===== src/rtl/phase_sequencer_pkg.sv =====
// phase_sequencer_pkg: phase and instruction-class codes shared by the sequencer and its bench
package phase_sequencer_pkg;
  localparam int WAIT_MAX = 15;
  localparam int WAIT_W = 4;
  typedef enum logic [2:0] {
    PH_FETCH = 3'd0,
    PH_DECODE = 3'd1,
    PH_EXEC = 3'd2,
    PH_MEM = 3'd3,
    PH_WB = 3'd4,
    PH_HALT = 3'd5,
    PH_FAULT = 3'd6
  } phase_t;
  typedef enum logic [2:0] {
    CL_ALU = 3'd0,
    CL_ALUI = 3'd1,
    CL_LOAD = 3'd2,
    CL_STORE = 3'd3,
    CL_JUMP = 3'd4,
    CL_HLT = 3'd7
  } class_t;
endpackage


===== src/rtl/phase_sequencer_if.sv =====
// phase_sequencer_if: control-side bundle between unit_control, memories and the sequencer
interface phase_sequencer_if #(parameter int CNT_W = 32);
  logic [2:0] instr_type;
  logic im_ready, dm_ready, w_pc_req, w_dm_req, w_rb_req;
  logic [2:0] w_rf_req;
  logic w_ir, w_pc, w_dm, w_rb;
  logic [2:0] w_rf;
  logic im_req, dm_req, instr_done, halted, fault;
  logic [2:0] state;
  logic [CNT_W-1:0] retired;
  modport master (
    output instr_type, im_ready, dm_ready, w_pc_req, w_dm_req, w_rb_req, w_rf_req,
    input w_ir, w_pc, w_dm, w_rb, w_rf, im_req, dm_req, state, instr_done, halted, fault, retired
  );
  modport slave (
    input instr_type, im_ready, dm_ready, w_pc_req, w_dm_req, w_rb_req, w_rf_req,
    output w_ir, w_pc, w_dm, w_rb, w_rf, im_req, dm_req, state, instr_done, halted, fault, retired
  );
endinterface


===== src/rtl/phase_sequencer_wait_timer.sv =====
// seq_wait_timer: counts consecutive not-ready cycles; expired flags the last tolerated one
module seq_wait_timer
  import phase_sequencer_pkg::*;
#(
  parameter int WAIT_MAX = phase_sequencer_pkg::WAIT_MAX
) (
  input  logic clk,
  input  logic rst_n,
  input  logic clr,
  input  logic en,
  output logic expired
);
  logic [WAIT_W-1:0] cnt;
  always_ff @(posedge clk) begin
    if (!rst_n || clr) cnt <= '0;
    else if (en) cnt <= cnt + 1'b1;
  end
  assign expired = en && cnt == WAIT_W'(WAIT_MAX - 1);
endmodule


===== src/rtl/phase_sequencer.sv =====
// phase_sequencer: steps each instruction through fetch/decode/exec/mem/wb and gates architectural writes
module phase_sequencer
  import phase_sequencer_pkg::*;
#(
  parameter int WAIT_MAX = phase_sequencer_pkg::WAIT_MAX,
  parameter int CNT_W = 32
) (
  input logic clk,
  input logic rst_n,
  phase_sequencer_if.slave bus
);
  phase_t state, nxt;
  logic [CNT_W-1:0] retired;
  logic waiting, ready, expired, is_store, is_mem;
  assign waiting = state == PH_FETCH || state == PH_MEM;
  assign ready = state == PH_FETCH ? bus.im_ready : bus.dm_ready;
  assign is_store = bus.instr_type == CL_STORE;
  assign is_mem = is_store || bus.instr_type == CL_LOAD;
  seq_wait_timer #(.WAIT_MAX(WAIT_MAX)) u_timer (
    .clk(clk),
    .rst_n(rst_n),
    .clr(!waiting || ready),
    .en(waiting && !ready),
    .expired(expired)
  );
  always_ff @(posedge clk) begin
    if (!rst_n) state <= PH_FETCH;
    else state <= nxt;
  end
  always_ff @(posedge clk) begin
    if (!rst_n) retired <= '0;
    else if (bus.instr_done) retired <= retired + 1'b1;
  end
  always_comb begin
    nxt = state;
    bus.w_ir = 1'b0;
    bus.w_pc = 1'b0;
    bus.w_dm = 1'b0;
    bus.w_rb = 1'b0;
    bus.w_rf = 3'b000;
    bus.im_req = 1'b0;
    bus.dm_req = 1'b0;
    bus.instr_done = 1'b0;
    case (state)
      PH_FETCH: begin
        bus.im_req = 1'b1;
        bus.w_ir = bus.im_ready;
        nxt = bus.im_ready ? PH_DECODE : expired ? PH_FAULT : PH_FETCH;
      end
      PH_DECODE: nxt = bus.instr_type == CL_HLT ? PH_HALT : PH_EXEC;
      PH_EXEC: begin
        bus.w_rf = bus.w_rf_req;
        if (is_mem) nxt = PH_MEM;
        else if (bus.w_rb_req) nxt = PH_WB;
        else begin
          // non-jumps always advance the PC; jumps follow unit_control
          bus.w_pc = bus.w_pc_req || bus.instr_type != CL_JUMP;
          bus.instr_done = 1'b1;
          nxt = PH_FETCH;
        end
      end
      PH_MEM: begin
        bus.dm_req = 1'b1;
        bus.w_dm = bus.w_dm_req && is_store;
        if (bus.dm_ready) begin
          bus.w_pc = is_store;
          bus.instr_done = is_store;
          nxt = is_store ? PH_FETCH : PH_WB;
        end else if (expired) nxt = PH_FAULT;
      end
      PH_WB: begin
        bus.w_rb = 1'b1;
        bus.w_pc = 1'b1;
        bus.instr_done = 1'b1;
        nxt = PH_FETCH;
      end
      PH_HALT: nxt = PH_HALT;
      default: nxt = PH_FAULT;
    endcase
  end
  assign bus.state = state;
  assign bus.halted = state == PH_HALT;
  assign bus.fault = state == PH_FAULT;
  assign bus.retired = retired;
endmodule


===== src/flat_wrapper.sv =====
// flat-port wrapper written by rule: the top's interface ports become plain ports
module phase_sequencer_flat import phase_sequencer_pkg::*;
#(
  parameter int WAIT_MAX = phase_sequencer_pkg::WAIT_MAX,
  parameter int CNT_W = 32
)
  (clk, rst_n, bus_instr_type, bus_im_ready, bus_dm_ready, bus_w_pc_req, bus_w_dm_req, bus_w_rb_req, bus_w_rf_req, bus_w_ir, bus_w_pc, bus_w_dm, bus_w_rb, bus_w_rf, bus_im_req, bus_dm_req, bus_state, bus_instr_done, bus_halted, bus_fault, bus_retired);
  phase_sequencer_if #(.CNT_W(CNT_W)) bus_i ();
  input logic clk;
  input logic rst_n;
  input wire logic [$bits(bus_i.instr_type)-1:0] bus_instr_type;
  input wire logic [$bits(bus_i.im_ready)-1:0] bus_im_ready;
  input wire logic [$bits(bus_i.dm_ready)-1:0] bus_dm_ready;
  input wire logic [$bits(bus_i.w_pc_req)-1:0] bus_w_pc_req;
  input wire logic [$bits(bus_i.w_dm_req)-1:0] bus_w_dm_req;
  input wire logic [$bits(bus_i.w_rb_req)-1:0] bus_w_rb_req;
  input wire logic [$bits(bus_i.w_rf_req)-1:0] bus_w_rf_req;
  output wire logic [$bits(bus_i.w_ir)-1:0] bus_w_ir;
  output wire logic [$bits(bus_i.w_pc)-1:0] bus_w_pc;
  output wire logic [$bits(bus_i.w_dm)-1:0] bus_w_dm;
  output wire logic [$bits(bus_i.w_rb)-1:0] bus_w_rb;
  output wire logic [$bits(bus_i.w_rf)-1:0] bus_w_rf;
  output wire logic [$bits(bus_i.im_req)-1:0] bus_im_req;
  output wire logic [$bits(bus_i.dm_req)-1:0] bus_dm_req;
  output wire logic [$bits(bus_i.state)-1:0] bus_state;
  output wire logic [$bits(bus_i.instr_done)-1:0] bus_instr_done;
  output wire logic [$bits(bus_i.halted)-1:0] bus_halted;
  output wire logic [$bits(bus_i.fault)-1:0] bus_fault;
  output wire logic [$bits(bus_i.retired)-1:0] bus_retired;
  assign bus_i.instr_type = bus_instr_type;
  assign bus_i.im_ready = bus_im_ready;
  assign bus_i.dm_ready = bus_dm_ready;
  assign bus_i.w_pc_req = bus_w_pc_req;
  assign bus_i.w_dm_req = bus_w_dm_req;
  assign bus_i.w_rb_req = bus_w_rb_req;
  assign bus_i.w_rf_req = bus_w_rf_req;
  assign bus_w_ir = bus_i.w_ir;
  assign bus_w_pc = bus_i.w_pc;
  assign bus_w_dm = bus_i.w_dm;
  assign bus_w_rb = bus_i.w_rb;
  assign bus_w_rf = bus_i.w_rf;
  assign bus_im_req = bus_i.im_req;
  assign bus_dm_req = bus_i.dm_req;
  assign bus_state = bus_i.state;
  assign bus_instr_done = bus_i.instr_done;
  assign bus_halted = bus_i.halted;
  assign bus_fault = bus_i.fault;
  assign bus_retired = bus_i.retired;
  phase_sequencer #(.WAIT_MAX(WAIT_MAX), .CNT_W(CNT_W)) u_core (.clk(clk), .rst_n(rst_n), .bus(bus_i));
endmodule

===== config.mk =====
export PLATFORM = sky130hd
export DESIGN_NAME = phase_sequencer_flat
export DESIGN_NICKNAME = d
export VERILOG_FILES = /design/src/rtl/phase_sequencer_pkg.sv /design/src/rtl/phase_sequencer_if.sv /design/src/rtl/phase_sequencer_wait_timer.sv /design/src/rtl/phase_sequencer.sv /design/src/flat_wrapper.sv
export SDC_FILE = /design/constraint.sdc
export NUM_CORES = 1
export LEC_CHECK = 0
export BUFFER_PORTS_ARGS = -buffer_cell sky130_fd_sc_hd__buf_4
export CORE_ASPECT_RATIO = 1.25
export CORE_MARGIN = 8
export CORE_UTILIZATION = 53
export CTS_BUF_LIST = sky130_fd_sc_hd__clkbuf_4
export DETAILED_ROUTE_END_ITERATION = 7
export GPL_ROUTABILITY_DRIVEN = 0
export PLACE_DENSITY_LB_ADDON = 0.25
export SYNTH_ARGS = -nofsm -noshare
export SYNTH_HDL_FRONTEND = slang
export SYNTH_SLANG_ARGS = --single-unit

===== constraint.sdc =====
create_clock -name clk -period 2.6 [get_ports clk]
set_clock_uncertainty 0.05 [all_clocks]
set_input_delay 0.26 -clock clk [delete_from_list [all_inputs] [get_ports clk]]
set_output_delay 0.26 -clock clk [all_outputs]
set_load 0.005 [all_outputs]

### Yosys cells after proc, flatten, opt, wreduce, memory -nomap -nowiden

Cells that the tools add are included.

| word-level totals | value |
|---|---|
| register bits | 39 |
| input bits | 13 |
| output and inout port bits | 47 |

| operators by class | value |
|---|---|
| $add $sub $neg | 2 |
| equal/unequal tests | 12 |
| muxes and demuxes | 23 |
| reductions and logical operators | 12 |

Operator list:

| operator | number |
|---|---|
| adder 32 x 1 -> 32 bit (second input constant) | 1 |
| 2-to-1 mux 3 bit | 9 |
| case mux 3 bit (6 select lines) | 1 |
| == test 3 x 2 -> 1 bit (second input constant) | 4 |
| == test 3 bit (second input constant) | 4 |
| 2-to-1 mux 1 bit | 11 |
| case mux 1 bit (3 select lines) | 2 |
| logical OR 1 bit | 5 |
| adder 4 x 1 -> 4 bit (second input constant) | 1 |
| == test 4 bit (second input constant) | 1 |
| == test 3 x 1 -> 1 bit (second input constant) | 1 |
| logical AND 1 bit | 3 |
| logical NOT 1 bit | 3 |
| logical NOT 3 bit | 1 |
| != test 3 x 2 -> 1 bit (second input constant) | 1 |
| != test 3 bit (second input constant) | 1 |

### Longest topological paths before layout

Gate-level depths: netlist of the first run.

| logic depth | value |
|---|---|
| word-level depth | 8 |
| depth in mapped cells | 7 |

### Hierarchy

From an unflattened synthesis of the first run, not the netlist that was laid out.

| unflattened totals | value |
|---|---|
| cell total of the unflattened synthesis | 251 |
| area total of the unflattened synthesis | 2210.9 um^2 |

By module, submodules not included:

| module | times used | cells an instance | area an instance (um^2) |
|---|---|---|---|
| phase_sequencer | 1 | 230 | 2003.2 |
| seq_wait_timer | 1 | 21 | 207.7 |

### Worst setup path after synthesis of the first run

OpenSTA, ideal clock, no wires.

| timing path | value |
|---|---|
| path type | reg-to-reg |
| start point | reg u_core.state[1] (netlist: u_core.bus.state[1]) |
| end point | reg u_core.retired[27] (netlist: u_core.bus.retired[27]) |
| arrival time | 1.941 ns |
| data required time | 2.479 ns |
| setup slack | 0.538 ns |
| cell stages (with the launch flop) | 8 |
| buffers on the path | 2 |
| period minus slack after synthesis | 2.062 ns |
| cells stage by stage | dfxtp_1 buf_4 or3b_4 nor3_4 o211ai_2 buf_6 or3_1 a21oi_1 |

| on the way | value |
|---|---|
| longest elaborated chain between the ends | 2 |

Ends and longest elaborated chain:

| element | RTL line | RTL |
|---|---|---|
| from (decl) | phase_sequencer.sv:12 | `phase_t state, nxt;` |
| from (signal assigned) | phase_sequencer.sv:28 | `else state <= nxt;` |
| == test 3 bit or == test 3 x 2 -> 1 bit (tied branches) | phase_sequencer.sv:44 | `case (state)` |
| case mux 1 bit (3 select lines) * | phase_sequencer.sv:44 |  |
| to (signal assigned) | phase_sequencer.sv:32 | `else if (bus.instr_done) retired <= retired + 1'b1;` |
| to (decl) | phase_sequencer.sv:13 | `logic [CNT_W-1:0] retired;` |

Mark *: on every way between the ends. The rest lies on a longest branch, timed or not.
A chain may end at the register's enable or synchronous reset.

### Final worst setup path of the first run

| timing path | value |
|---|---|
| start point | reg u_core.state[2] (netlist: u_core.bus.state[2]) |
| end point | out bus_instr_done |

| on the way | value |
|---|---|
| longest elaborated chain between the ends | 2 |

Ends and longest elaborated chain:

| element | RTL line | RTL |
|---|---|---|
| == test 3 bit or == test 3 x 2 -> 1 bit (tied branches) | phase_sequencer.sv:44 |  |
| case mux 1 bit (3 select lines) * | phase_sequencer.sv:44 |  |
| to (decl) | flat_wrapper.sv:26 | `output wire logic [$bits(bus_i.instr_done)-1:0] bus_instr_done;` |

Marked as above.

==> metrics.md, run 1 <==
| Metric | Value |
|---|---|
| Initial antenna violation count | 0 |
| Cell family with most CP delay | simple AND/OR/NAND/NOR gates |
| Port buffer count | between 50 and 60 |
| # hold bufs at CTS | 0 |
| Starting density of the core | 0.543 |
| Post-CTS setup buffer count | 0 |
| Met3 wire length | 328 µm |
| ANT nets after route | 0 |
| Util after Layout | 0.689 |
| Worst slew pin tran | 780 ps |
| # DRC | 0 |
| Wire length on met2 | 2.60 mm |
| Most frequent CP cell | buf_4 |
| Post-synth top cells | dfxtp_1 (39), nor2_1 (27), o21ai_0 (17) |
| Clock Path Buffers | 2 |
| Routed via count | ~2.0k |
| Main flop type after synthesis | dfxtp_1 |
| I/O pin total | 60 |
| Row cnt | 25 |
| Ys Warns | 0 |
| Gr ovfl total | 0 |
| Final setup TNS | 0 ps |
| Status | completed |
| Post-synth cell types | 43 |
| Placed wire-length estimate | 3.93 mm |
| Die W | ~71 µm |
| Mean area per synthesized cell | between 8 and 9 µm² |
| Async SR Flop Fraction | 0 |
| Most numerous cell in the Yosys netlist | dfxtp_1 |
| Post-route cell area | about 2600 µm² |
| Yosys reg bits | 39 |
| Largest net degree at the start of global routing | 19 |
| Setup violators final | 0 |
| Overall Power | 0.00112 W |
| ANT cells | 0 |
| FMAX | roughly 420 MHz |
| Sequential area share after synthesis | 0.387 |
| DRT iter0 DRCs | roughly 130 |
| Placed inst area | between 2000 and 2500 µm² |
| Post-synth top area share | 0.387 |
| Slew margin rel. | 0.478 |
| Global-route wire length before repair | 8.69 mm |
| DR WL/cell | between 15 and 20 µm |
| CTS Buf Count | 5 |
| Crit Path Class | flip-flop to output port |
| DRT Wirelength | about 5.3 mm |
| H-tree levels | 2 |
| CTS tree | yes |
| NumNets Final | ~320 |
| Worst EP arrival | roughly 2100 ps |
| Dominant cell type by area after synthesis | dfxtp_1 |
| RSZ-0062 raised after global routing | no |
| Clock sinks | 39 |
| Post-synth EDFFs | 0 |
| Final Slew Violations | 0 |
| Period utilisation layout | 0.910 |
| P&R area growth vs syn | 27.1% |
| Die Y | 85.0 µm |
| CP Cell Sequence | or3b_4, nor3_4, buf_4, nor2_1, inv_1, buf_4 |
| Minimum period implied by the final worst setup slack | around 2400 ps |
| GRT Util Overall | 0.170 |
| Mapped Cells | between 200 and 250 |
| Mean number of vias per cell | between 5 and 6 |
| Crit start category | flip-flop |
| PostCTS Resize Cnt | 0 |
| Worst path max stage delay | around 460 ps |
| Vias in the first global route | approximately 1.9k |
| Critical Path RT | 2290 ps |
| Syn Nets | 262 |
| Clock slew seen by the registers of the worst setup and hold paths | between 100 and 150 ps |
| Crit. End Element | output port |
| CP Buf/Inv Count | 3 |
| Met1 WL | about 2.3 mm |
| Share of layout cells above drive strength 1 | 0.248 |
| Peak supply drop | approximately 410 µV |
| Pleak | between 1 and 1.5 nW |
| Max Used Layer | met4 |
| Die area | between 6000 and 7000 µm² |
| Final Hold Fails | 0 |
| Slowest CP cell | or3b_4 |
| Drt first pass iters | 5 |
| Cell area power density | ~440 nW/µm² |
| Worst-path fanout max | 12 |
| Synth top area cells | dfxtp_1 (39%), xor2_1 (5.2%), nor2_1 (5.0%) |
| Hold Crit Class | input port to flip-flop |
| Core footprint | 3720 µm² |
| Clk root buf | clkbuf_4 |
| Cell Area, Synth | between 2000 and 2500 µm² |
| Max cap viols | 0 |
| Clock latency on the worst-skew pair | ~340 ps |
-- cell type report --
| class | count | area [µm²] |
|---|---|---|
| Clock buffer | 5 | 37.5 |
| Clock inverter | 3 | 38.8 |
| Fill cell | 329 | 1160 |
| Inverter | 9 | 33.8 |
| Multi-Input combinational cell | 186 | 1140 |
| Sequential cell | 39 | 781 |
| Tap cell | 40 | 50.0 |
| Timing Repair Buffer | 64 | 480 |
-- through the flow --
stage	setup WS (ps)	cells	hold slack (ps)
after floorplan	538	246	328
after global placement	426	338	398
after detailed placement	342	338	407
after CTS	242	346	130
after global routing	51.5	346	129
final	234	346	146
-- final timing paths --
kind	from	end	slack, ps	cells past startpoint
max	u_core.bus.state[2]	bus_instr_done	230	6
min	rst_n	u_core.bus.retired[29]	150	2
max reg2reg	u_core.bus.state[2]	u_core.bus.retired[26]	280	5
min reg2reg	u_core.u_timer.cnt[0]	u_core.u_timer.cnt[0]	420	1
-- logic make-up after synthesis --
group                      share of synthesized area
AOI/OAI and AO/OA                              0.196
DFF                                            0.387
buffers and inverters                         0.0465
and+or+nand+nor                                0.279
adders and majority gates                     0.0186
xor gates and xnor gates                      0.0737
-- power by group --
group | switching, W | internal [W] | leakage, nW
clock | 0.000196 | 0.000198 | 0.0426
sequential | 0.0000113 | 0.000604 | 0.315
combinational | 0.0000563 | 0.0000541 | 0.691
total | 0.000264 | 0.000856 | 1.05
-- registers in the layout, summed over array words and instances, names as in the netlist --
| name | flops |
|---|---|
| u_core.bus.retired | 32 |
| u_core.bus.state | 3 |
| u_core.u_timer.cnt | 4 |
-- cell usage in the layout (no fill, tap or decap), types with 2 or more instances in the layout --
master     instances
buf_4             64
xor2_1            12
clkbuf_4           5
nand2_1           15
nand4_1            8
nor4_1             6
or4_1              2
or3_1             12
nor3b_1            2
nand3_1            9
nor2_1            27
inv_1              9
ha_1               3
o211ai_1           8
xnor2_1            5
o2111ai_1          7
dfxtp_1           39
o21a_1             4
and2_1             4
a21oi_1           15
nor3_1             6
o21ai_0           17
and3_1             6
-- metal layers --
layer / global-route usage / vias up
li1: - / 1014
met1: 0.198 / 977
met2: 0.285 / 52
met3: 0.0578 / 5
met4: 0.0512 / 0
met5: 0 / -
No activity file was read; power rests on OpenSTA's default activity.
==> run 2: changes to the inputs <==
--- a/config.mk
+++ b/config.mk
@@ -5,7 +5,7 @@
 export SDC_FILE = /design/constraint.sdc
 export NUM_CORES = 1
 export LEC_CHECK = 0
-export BUFFER_PORTS_ARGS = -buffer_cell sky130_fd_sc_hd__buf_4
+export BUFFER_PORTS_ARGS = -buffer_cell sky130_fd_sc_hd__buf_2
 export CORE_ASPECT_RATIO = 1.25
 export CORE_MARGIN = 8
 export CORE_UTILIZATION = 53
==> metrics.md, run 2 (synthesis results as in run 1) <==
| Metric | Value |
|---|---|
| CP Cell Sequence | nand3b_1, o21bai_2, buf_4, nor2_1, inv_1, buf_2 |
| Period utilisation layout | 0.895 |
| Critical Path RT | around 2300 ps |
| Most common cell after layout, fill and taps aside | buf_2 |
| Cell area power density | between 400 and 500 nW/µm² |
| Setup violators final | 0 |
| Die W | about 70 µm |
| Crit. End Element | output port |
| Cell family with most CP delay | flip-flops |
| Row cnt | 25 |
| Clk root buf | clkbuf_4 |
| Max cap viols | 0 |
| Final Slew Violations | 0 |
| Worst slew pin tran | between 600 and 700 ps |
| Share of layout cells above drive strength 1 | 0.248 |
| Peak supply drop | about 300 µV |
| Clock latency on the worst-skew pair | 350 ps |
| Minimum period implied by the final worst setup slack | between 2000 and 2500 ps |
| Placed wire-length estimate | roughly 3.8 mm |
| Starting density of the core | 0.543 |
| Hold Slack | approximately 180 ps |
| Worst path max stage delay | ~550 ps |
| Max FFs per register | 32 |
| Worst EP arrival | between 2000 and 2500 ps |
| Slowest CP cell | dfxtp_1 |
| Mean number of vias per cell | about 6 |
| Crit Path Class | flip-flop to output port |
| NumNets Final | 322 |
| Largest net degree at the start of global routing | 18 |
| Post-CTS setup buffer count | 0 |
| Clock sinks | 39 |
| # hold bufs at CTS | 0 |
| RSZ-0062 raised after global routing | no |
| DR WL/cell | about 15 µm |
| Drt first pass iters | 4 |
| Hold Crit Class | input port to flip-flop |
| PostCTS Resize Cnt | 0 |
| Initial antenna violation count | 0 |
| H-tree levels | 2 |
| Multi-input gate area | around 1100 µm² |
| CP Buf/Inv Count | 3 |
| Die Y | roughly 85 µm |
| Gr ovfl total | 0 |
| FF-to-FF setup slack | around 420 ps |
| DRT Wirelength | just over 5 mm |
| GRT Util Overall | 0.169 |
| ANT nets after route | 0 |
| # DRC | 0 |
| Status | completed |
| Register Area | roughly 780 µm² |
| CTS Buf Count | 5 |
| Port buffer count | 59 |
| Vias in the first global route | about 1.9k |
| Routed via count | ~2.0k |
| Final setup TNS | 0 ps |
| DRT iter0 DRCs | 93 |
| Commonest non-fill, non-tap cells in the layout | buf_2 (59), dfxtp_1 (39), nor2_1 (27) |
| Core footprint | 3720 µm² |
| CTS tree | yes |
| Fill count | about 340 |
| Die area | just over 6000 µm² |
| Largest registers | u_core.bus.retired x32, u_core.u_timer.cnt x4, u_core.bus.state x3 |
| Most flop-heavy register | u_core.bus.retired |
| P&R area growth vs syn | 18.6% |
| Worst-path fanout max | 15 |
| Clock Path Buffers | 2 |
| Slew margin rel. | 0.532 |
| I/O pin total | 60 |
| Global-route wire length before repair | around 8.5 mm |
| ANT cells | 0 |
| Clock slew seen by the registers of the worst setup and hold paths | 110 ps |
| Crit start category | flip-flop |
| Pleak | between 1 and 1.5 nW |
| FMAX | approximately 430 MHz |
| Final Hold Fails | 0 |
-- run 2: cell type report --
class / count / area share
multi-input cells: 186 / 0.478
clock inverters: 2 / 0.00366
inverters: 9 / 0.0141
repair buffers: 65 / 0.142
clock buffers: 5 / 0.0157
well taps: 40 / 0.0209
flip-flops and latches: 39 / 0.326
-- run 2: routing by layer --
metal,part of all wire,GRT usage,vias to the layer above
met5,0,0,-
met3,0.055,0.0542,11
met4,0.018,0.0645,0
li1,-,-,1014
met1,0.45,0.195,941
met2,0.47,0.282,52
-- run 2: metrics by stage --
stage               utilization  power, W  instance area, µm²  setup slack (ps)  std cells
global placement          0.631  0.000723                2350               525        339
floorplan                     -  0.000683                2020               538        246
detailed placement        0.631  0.000725                2350               451        339
global route              0.644   0.00105                2400               112        346
CTS                       0.644   0.00101                2400               288        346
finish                    0.644   0.00100                2400               273        346
-- run 2: path summary, 6_finish.rpt --
check / cells past startpoint / endpoint / from
min: 2 / u_core.bus.retired[6] / rst_n
min reg2reg: 1 / u_core.u_timer.cnt[0] / u_core.u_timer.cnt[0]
max reg2reg: 6 / u_core.bus.retired[21] / u_core.bus.state[0]
max: 6 / bus_instr_done / u_core.bus.state[0]
-- run 2: power breakdown --
part | switching, W | internal [W]
clock | 0.000195 | 0.0000959
sequential | 0.0000122 | 0.000604
combinational | 0.0000544 | 0.0000408
total | 0.000261 | 0.000741
-- run 2: worst reg2reg max path, cell delays in order, from the launching register on --
cell and delay (ps):
dfxtp_1 550, nand3b_1 290, o21bai_2 320, o211ai_2 190, buf_4 220, or3_1 340
a21oi_1 160
==> run 3: changes to the inputs <==
--- a/config.mk
+++ b/config.mk
@@ -5,10 +5,11 @@
 export SDC_FILE = /design/constraint.sdc
 export NUM_CORES = 1
 export LEC_CHECK = 0
+export ABC_AREA = 1
 export BUFFER_PORTS_ARGS = -buffer_cell sky130_fd_sc_hd__buf_2
 export CORE_ASPECT_RATIO = 1.25
 export CORE_MARGIN = 8
-export CORE_UTILIZATION = 53
+export CORE_UTILIZATION = 55
 export CTS_BUF_LIST = sky130_fd_sc_hd__clkbuf_4
 export DETAILED_ROUTE_END_ITERATION = 7
 export GPL_ROUTABILITY_DRIVEN = 0
==> metrics.md, run 3 <==
| Metric | Value |
|---|---|
| Max Used Layer | met4 |
| Clk pwr share | 0.417 |
| Setup violators final | 0 |
| Row cnt | 26 |
| Yosys reg bits | 39 |
| Gr ovfl total | 0 |
| Register Area | slightly below 800 µm² |
| Pre-CTS setup slack | about 750 ps |
| Worst slew pin tran | 551 ps |
| Met3 wire length | about 370 µm |
| FMAX | ~450 MHz |
| Hold Crit Class | input port to flip-flop |
| Util after Layout | 0.679 |
| Global-route wire length before repair | a little over 10 mm |
| Routed via count | approximately 2.5k |
| Sequential power share | 0.494 |
| ANT cells | 0 |
| Ys Warns | 0 |
| Clock slew seen by the registers of the worst setup and hold paths | 120 ps |
| Crit Path Class | flip-flop to output port |
| Wire length on met2 | 2.83 mm |
| CTS Buf Count | 5 |
| Pleak | roughly 1.3 nW |
| Largest registers | u_core.bus.retired x32, u_core.u_timer.cnt x4, u_core.bus.state x3 |
| RSZ-0062 raised after global routing | no |
| Starting density of the core | 0.578 |
| Max cap viols | 0 |
| Post-Layout Cell Count | around 500 |
| Post-synth EDFFs | 0 |
| Clk root buf | clkbuf_4 |
| Mean number of vias per cell | just over 5 |
| I/O pin total | 60 |
| Post-CTS setup buffer count | 0 |
| Largest net degree at the start of global routing | between 50 and 60 |
| Main flop type after synthesis | dfxtp_1 |
| Die W | 74.7 µm |
| Final setup TNS | 0 ps |
| Post-synth cell types | 31 |
| Placed wire-length estimate | ~4.6 mm |
| Final WS setup | approximately 370 ps |
| Syn Nets | ~400 |
| # DRC | 0 |
| Core footprint | approximately 4100 µm² |
| Fill count | 391 |
| Logic pwr share | 0.089 |
| Commonest non-fill, non-tap cells in the layout | nand2_1 (94), nor2_1 (77), buf_2 (59) |
| Minimum period implied by the final worst setup slack | about 2200 ps |
| Post-synth top cells | nand2_1 (94), nor2_1 (77), inv_1 (46) |
| P_sw | 0.000292 W |
| Vias in the first global route | around 2.4k |
| Switch share | 0.234 |
| DRT Wirelength | 6.02 mm |
| Async SR Flop Fraction | 0 |
| Most flop-heavy register | u_core.bus.retired |
| Worst-path fanout max | 50 |
| Clock Path Buffers | 2 |
| Synth top area cells | dfxtp_1 (33%), nand2_1 (15%), nor2_1 (12%) |
| Mapped Cells | 380 |
| H-tree levels | 2 |
| Worst EP arrival | approximately 1900 ps |
| Mean area per synthesized cell | around 6.2 µm² |
| Crit start category | flip-flop |
| Multi-input gate area | roughly 1300 µm² |
| Clock sinks | 39 |
| Die Y | around 90 µm |
| Critical Path RT | about 2300 ps |
| Die area | approximately 6700 µm² |
| Final Slew Violations | 0 |
| Final Hold Fails | 0 |
| Dominant cell type by area after synthesis | dfxtp_1 |
| # hold bufs at CTS | 0 |
| P&R area growth vs syn | 17.5% |
| CTS tree | yes |
| Crit. End Element | output port |
| Sequential area share after synthesis | 0.330 |
| Initial antenna violation count | 0 |
| ANT nets after route | 0 |
| DR WL/cell | 12.2 µm |
| Slew margin rel. | 0.633 |
| Internal power | approximately 0.00095 W |
| Met1 WL | 2.68 mm |
| Cell area power density | between 400 and 500 nW/µm² |
| NumNets Final | ~450 |
| Share of layout cells above drive strength 1 | 0.207 |
| Max FFs per register | 32 |
| Clock latency on the worst-skew pair | between 300 and 400 ps |
| GRT Util Overall | 0.188 |
| Post-synth top area share | 0.330 |
| Cell Area, Synth | approximately 2400 µm² |
| PostCTS Resize Cnt | 0 |
| Drt first pass iters | 4 |
| Port buffer count | 59 |
| Period utilisation layout | 0.856 |
| Placed Cells | slightly below 500 |
| DRT iter0 DRCs | approximately 160 |
| Status | completed |
| Most numerous cell in the Yosys netlist | nand2_1 |
| Peak supply drop | about 470 µV |
| Most common cell after layout, fill and taps aside | nand2_1 |
==> run 3: cell count changes in the layout (fill, tap and decap cells not counted), moves of 8 or more <==
| cell | delta |
|---|---|
| inv_1 | +37 |
| nand2_1 | +79 |
| nand3_1 | +25 |
| nor2_1 | +50 |
| o211ai_1 | -8 |
| o21ai_0 | -14 |
| or3_1 | -12 |
==> run 3: area by class of cell <==
type                       instances  area share
inverter                          53      0.0715
clock inverter                     2      0.0216
clock buffer                       6      0.0162
timing repair buffer              59       0.106
multi-input combinational        280       0.479
sequential                        39       0.281
tap                               56      0.0252
==> run 3: metrics by stage <==
stage / hold WS (ps) / power [W] / area (µm²)
2_1_floorplan: 333 / 0.000704 / 2370
3_3_place_gp: 396 / 0.000735 / 2680
3_5_place_dp: 428 / 0.000738 / 2680
4_1_cts: 141 / 0.00125 / 2780
5_1_grt: 172 / 0.00129 / 2780
6_report: 158 / 0.00124 / 2780
==> run 3: kinds of logic (layout without fill, tap and decap cells) <==
logic type	Yosys count	after routing	share of synthesized area
simple gates	236	236	0.438
buf+inv	61	120	0.108
flops	39	39	0.330
compound gates	32	32	0.0756
xor+xnor	9	9	0.0333
fa+ha+maj	3	3	0.0159
==> run 3: worst paths after layout <==
check                                              end                  start  slack (ps)  depth (start not counted)
worst min-delay path               u_core.bus.state[2]           bus_w_rb_req         160                          3
worst max-delay path                    bus_instr_done    u_core.bus.state[2]         370                          6
worst min register to register   u_core.u_timer.cnt[0]  u_core.u_timer.cnt[0]         450                          1
worst max register to register  u_core.bus.retired[16]    u_core.bus.state[2]         730                         10
==> run 3: power groups by stage <==
| stage | registers, W | logic, W | clock network [W] |
|---|---|---|---|
| 2_1_floorplan | 0.000626 | 0.0000780 | 0 |
| 3_3_place_gp | 0.000627 | 0.000108 | 0 |
| 3_5_place_dp | 0.000627 | 0.000111 | 0 |
| 4_1_cts | 0.000614 | 0.000111 | 0.000528 |
| 5_1_grt | 0.000616 | 0.000125 | 0.000546 |
| 6_report | 0.000614 | 0.000110 | 0.000519 |
==> run 3: critical path, stage by stage, from the launching register on <==
cell and delay, ps:
dfxtp_1 430, inv_2 80, nand2_2 100, nor2_2 70, nand2_4 140, nand3_4 440, buf_2 310
==> run 3: routing by layer <==
layer	global-route usage	vias to the layer above
met1	0.205	1115
li1	-	1310
met4	0.0857	0
met2	0.333	82
met3	0.0449	14
met5	0	-
